==> config.mk <==
export PLATFORM = sky130hd
export DESIGN_NAME = bicintp_feed
export DESIGN_NICKNAME = d
export VERILOG_FILES = /design/src/rtl/bicintp_feed.sv
export SDC_FILE = /design/constraint.sdc
export NUM_CORES = 1
export LEC_CHECK = 0
export BUFFER_PORTS_ARGS = -buffer_cell sky130_fd_sc_hd__buf_2
export CAP_MARGIN = 30
export CORE_ASPECT_RATIO = 0.7
export CORE_MARGIN = 5
export CORE_UTILIZATION = 47
export DETAILED_ROUTE_END_ITERATION = 10
export PLACE_DENSITY = 0.73
export SLEW_MARGIN = 20
export SYNTH_ARGS = -nofsm -noshare
export SYNTH_HDL_FRONTEND = slang
export SYNTH_SLANG_ARGS = --single-unit
==> constraint.sdc <==
create_clock -name sys_clk -period 3.5 [get_ports sys_clk]
set_input_delay 0.525 -clock sys_clk [delete_from_list [all_inputs] [get_ports sys_clk]]
set_output_delay 0.525 -clock sys_clk [all_outputs]
set_load 0.05 [all_outputs]
==> src/rtl/bicintp_feed.sv <==
// Tap sequencer for the bicubic datapath: turns one pixel request into four
// clamped line-RAM reads and four aligned tap beats (pixels plus weights).
module bicintp_feed #(
   parameter int IMG_W  = 1280,
   parameter int ADDR_W = 11
) (
   input  logic              sys_clk,
   input  logic              sys_rstn,
   input  logic              req_vld,
   output logic              req_rdy,
   input  logic [ADDR_W-1:0] req_x,
   input  logic [7:0]        req_wx_0,
   input  logic [7:0]        req_wx_1,
   input  logic [7:0]        req_wx_2,
   input  logic [7:0]        req_wx_3,
   input  logic [7:0]        req_wy_0,
   input  logic [7:0]        req_wy_1,
   input  logic [7:0]        req_wy_2,
   input  logic [7:0]        req_wy_3,
   output logic              ram_rd_en,
   output logic [ADDR_W-1:0] ram_rd_addr,
   input  logic [15:0]       ram_rd_d0,
   input  logic [15:0]       ram_rd_d1,
   input  logic [15:0]       ram_rd_d2,
   input  logic [15:0]       ram_rd_d3,
   output logic [15:0]       p0,
   output logic [15:0]       p1,
   output logic [15:0]       p2,
   output logic [15:0]       p3,
   output logic [7:0]        w_x,
   output logic [7:0]        w_y_0,
   output logic [7:0]        w_y_1,
   output logic [7:0]        w_y_2,
   output logic [7:0]        w_y_3,
   output logic              intp_enb,
   output logic              busy
);

   localparam int CW = ADDR_W + 2;
   localparam logic [ADDR_W-1:0]    LAST   = ADDR_W'(IMG_W - 1);
   localparam logic signed [CW-1:0] LAST_S = CW'(IMG_W - 1);
   localparam logic signed [CW-1:0] ZERO_S = '0;
   localparam logic signed [CW-1:0] ONE_S  = CW'(1);

   typedef enum logic {IDLE, ISSUE} state_t;

   state_t            state, state_nxt;
   logic [1:0]        tap_cnt, tap_cnt_nxt;
   logic              rdy_raw;
   logic              load;
   logic [ADDR_W-1:0] x_in;
   logic [ADDR_W-1:0] x_lat;
   logic [3:0][7:0]   wx_lat;
   logic [3:0][7:0]   wy_lat;
   logic signed [CW-1:0] col_s;
   logic [ADDR_W-1:0] col_clamped;
   logic              v1;
   logic [7:0]        wx1;
   logic [3:0][7:0]   wy1;

   // Out-of-range request columns collapse onto the last real column.
   assign x_in = (req_x >= LAST) ? LAST : req_x;

   always_comb begin
      col_s = $signed({2'b00, x_lat}) + $signed({{(CW-2){1'b0}}, tap_cnt}) - ONE_S;
      if (col_s < ZERO_S) begin
         col_clamped = '0;
      end else if (col_s > LAST_S) begin
         col_clamped = LAST;
      end else begin
         col_clamped = col_s[ADDR_W-1:0];
      end
   end

   always_ff @(posedge sys_clk or negedge sys_rstn) begin
      if (!sys_rstn) begin
         state   <= IDLE;
         tap_cnt <= '0;
      end else begin
         state   <= state_nxt;
         tap_cnt <= tap_cnt_nxt;
      end
   end

   // A new request may be taken while idle or on the last tap, giving 4-clock pitch.
   always_comb begin
      state_nxt   = state;
      tap_cnt_nxt = tap_cnt;
      rdy_raw     = 1'b0;
      load        = 1'b0;
      ram_rd_en   = 1'b0;
      case (state)
         IDLE: begin
            rdy_raw = 1'b1;
            if (req_vld) begin
               load        = 1'b1;
               state_nxt   = ISSUE;
               tap_cnt_nxt = 2'd0;
            end
         end
         ISSUE: begin
            ram_rd_en   = 1'b1;
            tap_cnt_nxt = tap_cnt + 2'd1;
            if (tap_cnt == 2'd3) begin
               rdy_raw = 1'b1;
               if (req_vld) begin
                  load = 1'b1;
               end else begin
                  state_nxt = IDLE;
               end
            end
         end
         default: begin
            state_nxt   = IDLE;
            tap_cnt_nxt = 2'd0;
         end
      endcase
   end

   assign req_rdy     = rdy_raw & sys_rstn;
   assign ram_rd_addr = ram_rd_en ? col_clamped : '0;
   assign busy        = (state == ISSUE) || v1 || intp_enb;

   always_ff @(posedge sys_clk or negedge sys_rstn) begin
      if (!sys_rstn) begin
         x_lat  <= '0;
         wx_lat <= '0;
         wy_lat <= '0;
      end else if (load) begin
         x_lat  <= x_in;
         wx_lat <= {req_wx_3, req_wx_2, req_wx_1, req_wx_0};
         wy_lat <= {req_wy_3, req_wy_2, req_wy_1, req_wy_0};
      end
   end

   // Weights ride alongside their read so a following group cannot overwrite them early.
   always_ff @(posedge sys_clk or negedge sys_rstn) begin
      if (!sys_rstn) begin
         v1       <= 1'b0;
         wx1      <= '0;
         wy1      <= '0;
         intp_enb <= 1'b0;
         p0       <= '0;
         p1       <= '0;
         p2       <= '0;
         p3       <= '0;
         w_x      <= '0;
         w_y_0    <= '0;
         w_y_1    <= '0;
         w_y_2    <= '0;
         w_y_3    <= '0;
      end else begin
         v1       <= ram_rd_en;
         intp_enb <= v1;
         if (ram_rd_en) begin
            wx1 <= wx_lat[tap_cnt];
            wy1 <= wy_lat;
         end
         if (v1) begin
            p0    <= ram_rd_d0;
            p1    <= ram_rd_d1;
            p2    <= ram_rd_d2;
            p3    <= ram_rd_d3;
            w_x   <= wx1;
            w_y_0 <= wy1[0];
            w_y_1 <= wy1[1];
            w_y_2 <= wy1[2];
            w_y_3 <= wy1[3];
         end
      end
   end

endmodule

### After elaboration in Yosys (flattened, before gate mapping)

Index checks and enable logic that the tools add are counted.

| storage, ports and cells | value |
|---|---|
| register bits after elaboration | 224 |
| input bits | 142 |
| output and inout port bits | 119 |
| word-level logic and storage cells | 56 |

| cells by class | value |
|---|---|
| add/subtract/negate cells | 3 |
| $lt $le $gt $ge | 4 |
| equality and inequality tests | 2 |
| muxes and demuxes | 16 |
| bitwise operators | 2 |
| reduce and logical (&&, ||, !) cells | 2 |

Operators with widths:

| kind | number |
|---|---|
| 11-bit 2-to-1 mux | 4 |
| 8-bit binary-select mux with 2-bit select | 1 |
| 13-bit by 12-bit > comparator with 1-bit output, second input constant | 1 |
| 13-bit by 1-bit less-than comparator with 1-bit output, second input constant | 1 |
| 12-bit by 1-bit subtractor with 13-bit output, second input constant | 1 |
| 11-bit by 2-bit adder with 12-bit output | 1 |
| 11-bit >= comparator, second input constant | 1 |
| 8-bit 2-to-1 mux | 1 |
| 1-bit case mux with 2 select lines | 3 |
| 1-bit 2-to-1 mux | 5 |
| 2-bit case mux with 2 select lines | 1 |
| 2-bit by 3-bit less-than comparator with 1-bit output, second input constant | 1 |
| 2-bit by 1-bit adder with 2-bit output, second input constant | 1 |
| 2-bit == test, second input constant | 1 |
| 1-bit logical OR | 2 |
| 2-bit 2-to-1 mux | 1 |
| 2-bit != test, second input constant | 1 |
| 1-bit bitwise AND | 1 |
| 1-bit inverter | 1 |

### Depth between registers and ports, before layout

Gate-level depths: netlist of the first run.

| depth | value |
|---|---|
| word-level depth | 6 |
| depth in mapped cells | 13 |
| mapped depth without buffers | 12 |

### Worst setup path before layout of the first run

OpenSTA, ideal clock, no wires.

| path | value |
|---|---|
| path type | register -> output |
| start | reg tap_cnt[1] |
| end | out ram_rd_addr[0] |
| data arrival time | 3.504 ns |
| path slack | -0.529 ns |
| cell stages (with the launch flop) | 14 |
| path buffers | 1 |
| path through | dfrtp_1 -> clkbuf_1 -> inv_1 -> ha_1 -> inv_1 -> ha_1 -> inv_1 -> fa_1 -> nand2b_1 -> a21oi_2 -> o311a_4 -> nor4_1 -> a211o_2 -> a31oi_1 |

| on the way | value |
|---|---|
| cells in the longest elaborated chain, start to end | 6 |
| elaborated cells between the ends (all ways) | 7 |
| those cells by class | add/sub: 2; order compare: 2; mux: 3 |

RTL lines:

| item | RTL line | text |
|---|---|---|
| from (decl) | 48 | `logic [1:0] tap_cnt, tap_cnt_nxt;` |
| from (signal assigned) | 81 | `tap_cnt <= tap_cnt_nxt;` |
| 11-bit by 2-bit adder with 12-bit output * | 65 | `col_s = $signed({2'b00, x_lat}) + $signed({{(CW-2){1'b0}}, tap_cnt}) - ONE_S;` |
| 12-bit by 1-bit subtractor with 13-bit output * | 65 |  |
| 13-bit by 12-bit > comparator with 1-bit output | 68 | `end else if (col_s > LAST_S) begin` |
| 11-bit 2-to-1 mux | 68 |  |
| 11-bit 2-to-1 mux * | 66 | `if (col_s < ZERO_S) begin` |
| 11-bit 2-to-1 mux * | 121 | `assign ram_rd_addr = ram_rd_en ? col_clamped : '0;` |
| to (decl) | 21 | `output logic [ADDR_W-1:0] ram_rd_addr,` |

Mark *: on every way between the ends. The rest lies on a longest branch, timed or not.

### Worst setup path in the final report of the first run

| path | value |
|---|---|
| start | reg tap_cnt[1] |
| end | out ram_rd_addr[7] |

Same word-level chain as after synthesis.

==> impl_results.md, run 1 <==
* Status: complete, but fails checks
* Failing checks: setup timing
* R2R cell count at 7
* Post-Syn Area at 0.00923 mm²
* Total power draw at approximately 14 mW
* Most common cell in the netlist: dfrtp_1
* Crit path kind: reg -> out
* Sequential area share after synthesis at 0.607
* Ys async rst share at 1.00
* Maximum number of pins on one net before global-route repair at between 150 and 200
* Worst Hold End: wy_lat[7]
* FF-to-FF setup slack at between 1 and 1.5 ns
* Flip-flop and latch count after synthesis at between 200 and 250
* # diodes at 0
* DRC at 0
* Finish-stage setup viols at 11
* Die extent in x at 177 µm
* Starting Density at 0.484
* WHS at between 0.2 and 0.25 ns
* Global Route Usage Sum at 0.187
* Sink Count at 224
* Post-Syn Area per Cell at roughly 12 µm²
* IO Count at 261
* Yosys top cell area share at 0.607
* Setup crit end kind: output port
* Routed WL at ~22 mm
* Final WS setup at -0.176 ns
* Area leader, netlist: dfrtp_1
* Worst Skew at 0.0230 ns
* Worst slew pin tran at between 0.8 and 0.9 ns
* Data arrival, critical path at 3.15 ns
* Net Count, Synth at ~900
* Library cells used by synthesis at 44
* Routability cong. at roughly 0.81
* Critical path, cell by cell: inv_2 > ha_4 > inv_4 > ha_4 > inv_2 > fa_2 > nand2b_4 > a21oi_4 > o311a_4 > buf_6 > a211o_4 > a31oi_4 > buf_6
* Row Count at 42
* Ys Warns at 0
* Antenna violations before repair at 1
* PwrDens at about 1200 mW/mm²
* Min cycle time layout at around 3.7 ns
* Critical path fanouts, max at 8
* Die H at approximately 130 µm
* HP Class: in -> reg
* Area contributors post-synth: dfrtp_1, mux2_2, nand2_1
* Detail Placement HPWL at ~15 mm
* Number of buffers created by CTS at 22
* Final cell count without fillers at 1293
* Synth Instances at approximately 750
* Share of post-route cells with drive strength above 1 at 0.491
* Port bufs at between 200 and 300
* Unrepaired setup endpoints after global routing: true
* CTS Buffer Depth at 3
* MaxCap Viol Count at 0
* Root cell of the clock tree: clkbuf_16
* Vias at 6485
* Core Box Area at 0.0191 mm²
* Routed vias/inst at 5.02
* Critical Path RT at between 2 and 3 ns
* Vias in the first global route at 6668
* Slew headroom at 0.445
* First-pass iteration count of the detailed router at 4
* First-pass GRT wire length at 34.5 mm
* Hold Path Depth at 3
* Final worst-path cycle share at 1.05
* Fin util at 0.628
* CTS tree: yes
* Grt ovf at 0
* Slew Viols, Final at 0
* Max incr delay on CP at 0.42 ns
* R2r endpoint: wx_lat[3]
* Remaining antenna violation count at 0
* Startpoint Class: register
* VDD IR max at around 0.00084 V
* # nets final at ~1200
* Slowest CP cell: a211o_4
* Fmax achieved at ~0.27 GHz
* Commonest cells post-synth: dfrtp_1, nand2_1, mux2_2
* WL/cell at ~17 µm
* Drt first-iter violations at ~360
* HP Start: req_wy_0[7]
* H-tree Lvls at 1
* Placed Instances at roughly 1200
* Main flop type after synthesis: dfrtp_1
* Worst r2r src: tap_cnt[0]
* Area growth, synth to finish at 29.9%
* Static leakage at roughly 6.0 nW
* Endpoints failing hold at 0
* Die ar. at between 0.02 and 0.025 mm²
* Worst-path clk slew at 0.07 ns
* DP Worst Slack at -0.0206 ns
* FILL cells at around 1500
* Post-synth EDFFs at 0
* Worst-skew pair later-pin latency at approximately 0.5 ns
==> flip-flops by register name (all words and copies together), names as in the netlist, 11 cells and up <==
register,cells
p3,16
x_lat,11
p1,16
wy_lat,32
p0,16
wx_lat,32
wy1,32
p2,16
==> worst max-delay path, delay by kind of cell, from the launching register on <==
family / cells / cell delay (ns)
compound gates: 4 / 1.08
flops: 1 / 0.36
simple gates: 1 / 0.14
buf+inv: 5 / 0.45
fa+ha+maj: 3 / 0.61
==> power breakdown <==
part,total (mW),switching (mW),internal (mW)
combinational,7.57,4.72,2.85
sequential,4.27,0.622,3.65
clock,2.42,0.974,1.45
==> cells in the final DEF, fill, tap and decap left out, drive strengths merged, types with 2 or more instances in the layout <==
cell / n
a21o: 3
a21oi: 20
a31oi: 8
and2: 2
and3: 2
buf: 276
bufinv: 3
clkbuf: 29
clkinv: 6
dfrtp: 224
ha: 14
inv: 21
mux2: 146
mux4: 8
nand2: 202
nand2b: 4
nand3b: 2
nand4: 3
nor2: 17
nor3: 2
nor4: 2
o211ai: 2
o21ai: 5
o31ai: 3
or3: 4
xor2: 4
==> layout make-up <==
class / count / area, µm² / area share
Sequential cell: 224 / 5610 / 0.468
Multi-Input combinational cell: 468 / 3650 / 0.304
Timing Repair Buffer: 277 / 1570 / 0.131
Clock buffer: 29 / 607 / 0.0506
Tap cell: 264 / 330 / 0.0276
Clock inverter: 10 / 139 / 0.0116
Inverter: 21 / 81.3 / 0.00678
==> cells by family (layout without fill, tap and decap cells) <==
family                     Yosys count  after routing  share of synthesized area
AOI/OAI and AO/OA                   49             50                     0.0385
and+or+nand+nor                    244            244                      0.107
muxes                              154            154                      0.198
buffers and inverters               55            337                     0.0232
adders and majority gates           15             15                     0.0212
DFF                                224            224                      0.607
xor gates and xnor gates             5              5                    0.00475
==> metal layers <==
layer	vias to the layer above	global-route usage	wire (µm)
met5	-	0	12
met4	2	0.0423	463
met3	38	0.0428	1330
met2	182	0.302	10200
met1	3199	0.260	9860
li1	3064	-	-
==> per-stage QoR <==
stage                     setup TNS [ns]  area, µm²
after floorplan                   -0.233       9310
after global routing               -2.47      12000
after global placement                 0      10900
final                              -1.57      12000
after CTS                          -1.60      11800
after detailed placement          -0.107      10900
==> repair_timing <==
action,CTS,global route
gates cloned,0,1
pin swaps,15,17
endpoints found under the hold margin,42,0
buffers inserted,3,5
resized for setup,36,13
hold buffers,1,0
endpoints found under the setup margin,11,11
==> how the worst max path moves through the flow <==
stage / startpoint / endpoint / slack, ns / cells after the start
after floorplan: tap_cnt[1] / ram_rd_addr[2] / -0.04 / 13
after global placement: tap_cnt[1] / ram_rd_addr[3] / 0.06 / 13
after detailed placement: tap_cnt[1] / ram_rd_addr[3] / -0.02 / 13
after CTS: tap_cnt[1] / ram_rd_addr[4] / -0.20 / 13
after global routing: tap_cnt[1] / ram_rd_addr[3] / -0.25 / 15
final: tap_cnt[1] / ram_rd_addr[7] / -0.18 / 13
Power figures use the tool's default switching activity.
==> inputs of run 2 (changes only) <==
--- a/config.mk
+++ b/config.mk
@@ -5,13 +5,14 @@
 export SDC_FILE = /design/constraint.sdc
 export NUM_CORES = 1
 export LEC_CHECK = 0
+export ABC_AREA = 1
 export BUFFER_PORTS_ARGS = -buffer_cell sky130_fd_sc_hd__buf_2
 export CAP_MARGIN = 30
 export CORE_ASPECT_RATIO = 0.7
 export CORE_MARGIN = 5
 export CORE_UTILIZATION = 47
 export DETAILED_ROUTE_END_ITERATION = 10
-export PLACE_DENSITY = 0.73
+export PLACE_DENSITY_LB_ADDON = 0.15
 export SLEW_MARGIN = 20
 export SYNTH_ARGS = -nofsm -noshare
 export SYNTH_HDL_FRONTEND = slang
==> impl_results.md, run 2 <==
* Status: complete, no violations
* DRC at 0 (unchanged)
* Clk network pwr share at 0.166 (-0.004)
* Yosys top cell area share at 0.600 (-0.00789)
* Most common cell after layout, fill and taps aside: nand2_1
* CTS Buffer Depth at 3 (unchanged)
* IO Count at 261 (unchanged)
* Setup TNS at 0 ns (+1.57 ns)
* Critical Path RT at 2.97 ns (about the same)
* Most common cell in the netlist: nand2_1
* Area contributors post-synth: dfrtp_1, nand2_1, mux2_2
* Unrepaired setup endpoints after global routing: true
* Core Box Area at 0.0197 mm² (+3.2%)
* Worst-path clk slew at 0.06 ns (about the same)
* Most frequent cells in the layout: nand2_1, buf_2, dfrtp_1, inv_1, nor2_1
* Fin util at 0.601 (-0.0277)
* Routed WL at 21.7 mm (-0.41%)
* Remaining antenna violation count at 0 (unchanged)
* Slew Viols, Final at 0 (unchanged)
* Root cell of the clock tree: clkbuf_16
* Combinational power share at 0.530 (about the same)
* Setup crit end kind: output port
* Critical path fanouts, max at 7 (-1)
* MaxCap Viol Count at 0 (unchanged)
* Routability cong. at 0.845 (+4.4%)
* Starting Density at 0.475 (-0.00896)
* CTS tree: yes
* Post-synth EDFFs at 0 (unchanged)
* WL/cell at 14.4 µm (-15%)
* Net switching power at 6.51 mW (+3.1%)
* Final worst-path cycle share at 0.978 (-0.0723)
* Crit path kind: reg -> out
* Xor and xnor area share after synthesis at 0.00468 (-0.0000616)
* Synth Instances at 966 (+29%)
* Main flop type after synthesis: dfrtp_1
* Area growth, synth to finish at 26.5%
* Antenna violations before repair at 1 (unchanged)
* Fmax achieved at 0.292 GHz (+7.4%)
* H-tree Lvls at 1 (unchanged)
* Adder-cell share of the synthesized area at 0.0209 (-0.000275)
* Largest family of logic cells by synthesized area: simple AND/OR/NAND/NOR gates
* Flip-flop and latch count after synthesis at 224 (unchanged)
* HP Class: in -> reg
* Routed vias/inst at 4.74 (-5.5%)
* Worst Hold End: wx_lat[11]
* Sink Count at 224 (unchanged)
* Library cells used by synthesis at 34 (-23%)
* Critical path, cell by cell: inv_2 > ha_4 > inv_4 > ha_4 > inv_2 > fa_2 > inv_2 > nand2_1 > nand2_1 > nand3_2 > nand3_1 > nand2_2 > nand2_2 > nand2_4 > nand2_8 > nand2_2 > a21oi_2 > buf_6
* Worst r2r src: tap_cnt[1]
* Int Pwr at 7.25 mW (-8.7%)
* Commonest cells post-synth: nand2_1, dfrtp_1, inv_1
* HP Start: req_wx_1[3]
* Port bufs at 260 (unchanged)
* Vias in the first global route at 7003 (+5.0%)
* Detail Placement HPWL at 14.8 mm (+0.69%)
* R2R cell count at 10 (+3)
* Grt ovf at 0 (unchanged)
* Finish-stage setup viols at 0 (-11)
* Die ar. at 0.0229 mm² (+1.2%)
* Hold Path Depth at 3 (unchanged)
* Synth Area in Compound Gates at 0.0753 (+0.0368)
* Buf/Inv on CP at 5 (unchanged)
* Data arrival, critical path at 2.90 ns (-0.25 ns)
* Worst-skew pair later-pin latency at 0.49 ns (about the same)
* Maximum number of pins on one net before global-route repair at 145 (-8.2%)
* Startpoint Class: register
* Post-Syn Area at 0.00935 mm² (+1.3%)
* Die extent in x at 179 µm (+0.62%)
* Sequential power share at 0.304 (+0.004)
* PwrDens at 1160 mW/mm² (-2.2%)
* Slowest CP cell: dfrtp_1
* Sw frac at 0.473 (+0.0303)
* Area leader, netlist: dfrtp_1
* Vias at 7153 (+10%)
* Min cycle time layout at 3.42 ns (-0.253 ns)
* Endpoints failing hold at 0 (unchanged)
* First-pass iteration count of the detailed router at 4 (unchanged)
* Post-Syn Area per Cell at 9.68 µm² (-22%)
* Static leakage at 6.18 nW (+3.2%)
* R2r endpoint: x_lat[8]
* Slew headroom at 0.473 (+0.0282)
* Global Route Usage Sum at 0.185 (-0.00160)
* Drt first-iter violations at 400 (+10%)
* First-pass GRT wire length at 35.0 mm (+1.4%)
* VDD IR max at 0.000864 V (+3.2%)
* Sequential area share after synthesis at 0.600 (-0.00789)
* Worst slew pin tran at 0.790 ns (-0.0423 ns)
* Row Count at 43 (+2.4%)
* Largest registers: wx_lat x32, wy1 x32, wy_lat x32
* Ys Warns at 0 (unchanged)
* Ys async rst share at 1.00 (unchanged)
* Critical path's top delay family: simple AND/OR/NAND/NOR gates
* Max incr delay on CP at 0.39 ns (-0.03 ns)
* FF-to-FF setup slack at 1.25 ns (about the same)
* Mux contribution to synthesized area at 0.0783 (-0.119)
* # nets final at 1381 (+18%)
* Net Count, Synth at 1123 (+24%)
* Die H at 128 µm (+0.61%)
* Simple-Gate Fraction of Synth Area at 0.164 (+0.0570)
* Share of post-route cells with drive strength above 1 at 0.334 (-0.157)
* Worst Skew at 0.0132 ns (-0.00984 ns)
* Number of buffers created by CTS at 22 (unchanged)
run 2: per-stage QoR:
stage	cells	total power, mW	hold WS, ns	cell area [µm²]	setup slack [ns]
6_report	1509	13.8	0.228	11800	0.0773
5_1_grt	1509	14.7	0.210	11800	-0.0619
4_1_cts	1502	13.4	0.207	11700	0.0286
3_5_place_dp	1463	11.0	0.448	10900	0.387
3_3_place_gp	1463	10.9	0.448	10900	0.455
2_1_floorplan	966	9.38	0.229	9350	0.0173
run 2: worst min-delay path, stage by stage:
cell     delay (ns)
buf_2          0.07
nand2_1        0.04
nand2_1        0.04
run 2: kinds of logic after synthesis:
family                     after synthesis
buffers and inverters                  136
DFF                                    224
muxes                                   65
adders and majority gates               15
AOI/OAI and AO/OA                      134
and+or+nand+nor                        387
xor gates and xnor gates                 5
run 2: routing by layer:
layer  vias up  part of all wire  GRT usage
met2       188              0.45      0.291
met1      3359              0.47      0.271
met3        24             0.060     0.0363
li1       3582                 -          -
met5         -                 0          0
met4         0             0.013     0.0352
run 2: worst max path at each step:
stage | from | end | slack, ns | cells past startpoint
after detailed placement | tap_cnt[1] | ram_rd_addr[6] | 0.39 | 18
after global placement | tap_cnt[1] | ram_rd_addr[7] | 0.45 | 18
after global routing | tap_cnt[1] | ram_rd_addr[7] | -0.06 | 18
after floorplan | tap_cnt[0] | ram_rd_addr[6] | 0.02 | 18
final | x_lat[1] | ram_rd_addr[7] | 0.08 | 18
after CTS | tap_cnt[1] | ram_rd_addr[6] | 0.03 | 18
run 2: area by class of cell:
cell class              count  area, µm²
fillers                  1758       7860
flip-flops and latches    224       5610
multi-input cells         606       3280
repair buffers            278       1540
clock buffers              32        649
inverters                  92        348
well taps                 270        338
clock inverters             6       55.1
diodes                      1       2.50
run 2: repair_timing:
action | 4_1_cts | 5_1_grt
setup buffers | 0 | 5
gates resized for setup | 7 | 32
hold buffers | 1 | 0
hold endpoints to repair | 45 | 0
pin swaps | 1 | 8
gates cloned | 0 | 0
endpoints found under the setup margin | 9 | 10
run 2: power groups by stage:
stage	clock network (mW)	registers, mW	logic [mW]
final	2.28	4.19	7.29
after floorplan	0	5.62	3.76
after global placement	0	4.20	6.72
after detailed placement	0	4.22	6.79
after global routing	2.47	4.32	7.91
after CTS	2.35	4.19	6.89
==> inputs of run 3 (changes only) <==
--- a/config.mk
+++ b/config.mk
@@ -13,6 +13,7 @@
 export CORE_UTILIZATION = 47
 export DETAILED_ROUTE_END_ITERATION = 10
 export PLACE_DENSITY_LB_ADDON = 0.15
+export SETUP_SLACK_MARGIN = 0.15
 export SLEW_MARGIN = 20
 export SYNTH_ARGS = -nofsm -noshare
 export SYNTH_HDL_FRONTEND = slang
==> impl_results.md, run 3 (same netlist as run 2, synthesis figures left out) <==
* Starting Density at 0.475 (unchanged)
* Vias at 7172 (+0.27%)
* IO Count at 261 (unchanged)
* Unrepaired setup endpoints after global routing: true
* CTS Buffer Depth at 3 (unchanged)
* Min cycle time layout at 3.31 ns (-0.112 ns)
* DP Worst Slack at 0.387 ns (unchanged)
* Drt first-iter violations at 409 (+2.3%)
* Critical Path RT at 2.97 ns (about the same)
* Most common cell after layout, fill and taps aside: nand2_1
* GR Layer Usage met3 at 0.0363 (unchanged)
* Routed vias/inst at 4.75 (+0.13%)
* Routed WL at 21.6 mm (-0.81%)
* Area growth, synth to finish at 27.1%
* Static leakage at 6.19 nW (+0.28%)
* Endpoints failing hold at 0 (unchanged)
* Most Frequent Cell on Critical Path: nand2_1
* DRC at 0 (unchanged)
* Number of buffers created by CTS at 22 (unchanged)
* Crit path kind: reg -> out
* Critical path's top delay family: simple AND/OR/NAND/NOR gates
* Routability cong. at 0.845 (unchanged)
* Fin util at 0.603 (+0.00261)
* FILL cells at 1745 (-0.74%)
* Slew headroom at 0.478 (+0.00448)
* Sink Count at 224 (unchanged)
* First-pass iteration count of the detailed router at 4 (unchanged)
* Worst-skew pair later-pin latency at 0.49 ns (about the same)
* Most frequent cells in the layout: nand2_1, buf_2, dfrtp_1, inv_1, nor2_1
* HP Start: req_wx_1[3]
* Worst r2r src: tap_cnt[1]
* Share of post-route cells with drive strength above 1 at 0.337 (+0.00349)
* MaxCap Viol Count at 0 (unchanged)
* R2r endpoint: x_lat[8]
* CTS tree: yes
* Setup crit end kind: output port
* Antenna violations before repair at 1 (unchanged)
* Worst-path clk slew at 0.06 ns (about the same)
* Row Count at 43 (unchanged)
* R2R cell count at 11 (+1)
* Sw frac at 0.471 (-0.00193)
* Grt met1 use at 0.273 (+0.00136)
* Vias in the first global route at 7042 (+0.56%)
* Port bufs at 260 (unchanged)
* Die H at 128 µm (unchanged)
* Final WS setup at 0.189 ns (+0.112 ns)
* Post-route cell area at 0.0119 mm² (+0.43%)
* Root cell of the clock tree: clkbuf_16
* Fmax achieved at 0.302 GHz (+3.4%)
* Buf/Inv on CP at 6 (+1)
* Max incr delay on CP at 0.39 ns (about the same)
* Sequential power share at 0.302 (-0.002)
* Data arrival, critical path at 2.79 ns (-0.11 ns)
* Die ar. at 0.0229 mm² (unchanged)
* Slowest CP cell: dfrtp_1
* Detail Placement HPWL at 14.8 mm (unchanged)
* Die extent in x at 179 µm (unchanged)
* Hold Path Depth at 3 (unchanged)
* Largest registers: wx_lat x32, wy1 x32, wy_lat x32
* First-pass GRT wire length at 35.2 mm (+0.63%)
* Setup TNS at 0 ns (unchanged)
* Net switching power at 6.54 mW (+0.41%)
* Placed Area at 0.0109 mm² (unchanged)
* # nets final at 1383 (+0.14%)
* H-tree Lvls at 1 (unchanged)
* VDD IR max at 0.000953 V (+10%)
* Finish-stage setup viols at 0 (unchanged)
* Global Route Usage Sum at 0.187 (+0.00147)
* Slew Viols, Final at 0 (unchanged)
* Maximum number of pins on one net before global-route repair at 145 (unchanged)
* Final worst-path cycle share at 0.946 (-0.0319)
* Clk network pwr share at 0.164 (-0.002)
* Critical path, cell by cell: inv_2 > ha_4 > inv_4 > ha_4 > inv_2 > fa_2 > inv_2 > nand2_1 > nand2_1 > nand3_2 > nand2_1 > nand2_1 > nand2_2 > nand2_2 > nand2_4 > nand2_8 > o21ai_4 > inv_1 > buf_6
* FF-to-FF setup slack at 1.14 ns (-0.11 ns)
* Met2 Track Usage GR at 0.295 (+0.00356)
* Critical path fanouts, max at 7 (unchanged)
* Remaining antenna violation count at 0 (unchanged)
* PwrDens at 1170 mW/mm² (+0.39%)
* Worst slew pin tran at 0.784 ns (-0.00673 ns)
* Worst Skew at 0.0132 ns (+0.0000614 ns)
* Most used routing layer: met2
* Number of cells on the critical path at 19 (+1)
* Status: complete, no violations
* Total power draw at 13.9 mW (+0.82%)
* WL/cell at 14.3 µm (-0.94%)
* Grt ovf at 0 (unchanged)
* Combinational power share at 0.534 (+0.004)
* Startpoint Class: register
* Int Pwr at 7.34 mW (+1.2%)
* HP Class: in -> reg
* Core Box Area at 0.0197 mm² (unchanged)
* Worst Hold End: wx_lat[11]
run 3: layer usage:
layer / part of all wire / wire [µm] / vias up
met3: 0.059 / 1270 / 24
li1: - / - / 3592
met5: 0 / 0 / -
met2: 0.45 / 9810 / 172
met1: 0.47 / 10200 / 3384
met4: 0.013 / 273 / 0
run 3: metrics by stage:
stage | hold slack, ns | cells
finish | 0.228 | 1511
global route | 0.210 | 1511
CTS | 0.207 | 1506
detailed placement | 0.448 | 1463
global placement | 0.448 | 1463
floorplan | 0.229 | 966
run 3: power by group through the flow:
stage	combinational [mW]	sequential (mW)	clock, mW
after floorplan	3.76	5.62	0
after global placement	6.72	4.20	0
after detailed placement	6.79	4.22	0
after CTS	7.32	4.19	2.35
after global routing	8.07	4.32	2.47
final	7.41	4.19	2.28
run 3: cell type report:
cell class,instances,area [µm²],area share
clock buffer,32,649,0.0547
timing repair buffer,280,1570,0.132
multi-input combinational,606,3300,0.278
tap,270,338,0.0284
sequential,224,5610,0.472
antenna,1,2.50,0.000211
clock inverter,6,55.1,0.00463
inverter,92,350,0.0295
run 3: worst min-delay path, stage by stage:
cell,delay (ns)
buf_2,0.07
nand2_1,0.04
nand2_1,0.04
run 3: worst max-delay path by stage:
stage | slack [ns] | to | startpoint
after floorplan | 0.02 | ram_rd_addr[6] | tap_cnt[0]
after global placement | 0.45 | ram_rd_addr[7] | tap_cnt[1]
after detailed placement | 0.39 | ram_rd_addr[6] | tap_cnt[1]
after CTS | 0.1 | ram_rd_addr[1] | x_lat[1]
after global routing | -0.004 | ram_rd_addr[4] | tap_cnt[1]
final | 0.19 | ram_rd_addr[3] | x_lat[1]
run 3: repair_timing:
| action | in CTS | in global routing |
|---|---|---|
| buffers inserted | 4 | 3 |
| cloned | 0 | 0 |
| endpoints found under the hold margin | 45 | 0 |
| resized for setup | 32 | 13 |
| setup endpoints to repair | 11 | 11 |
| hold buffers | 1 | 0 |
| pin swaps | 9 | 8 |
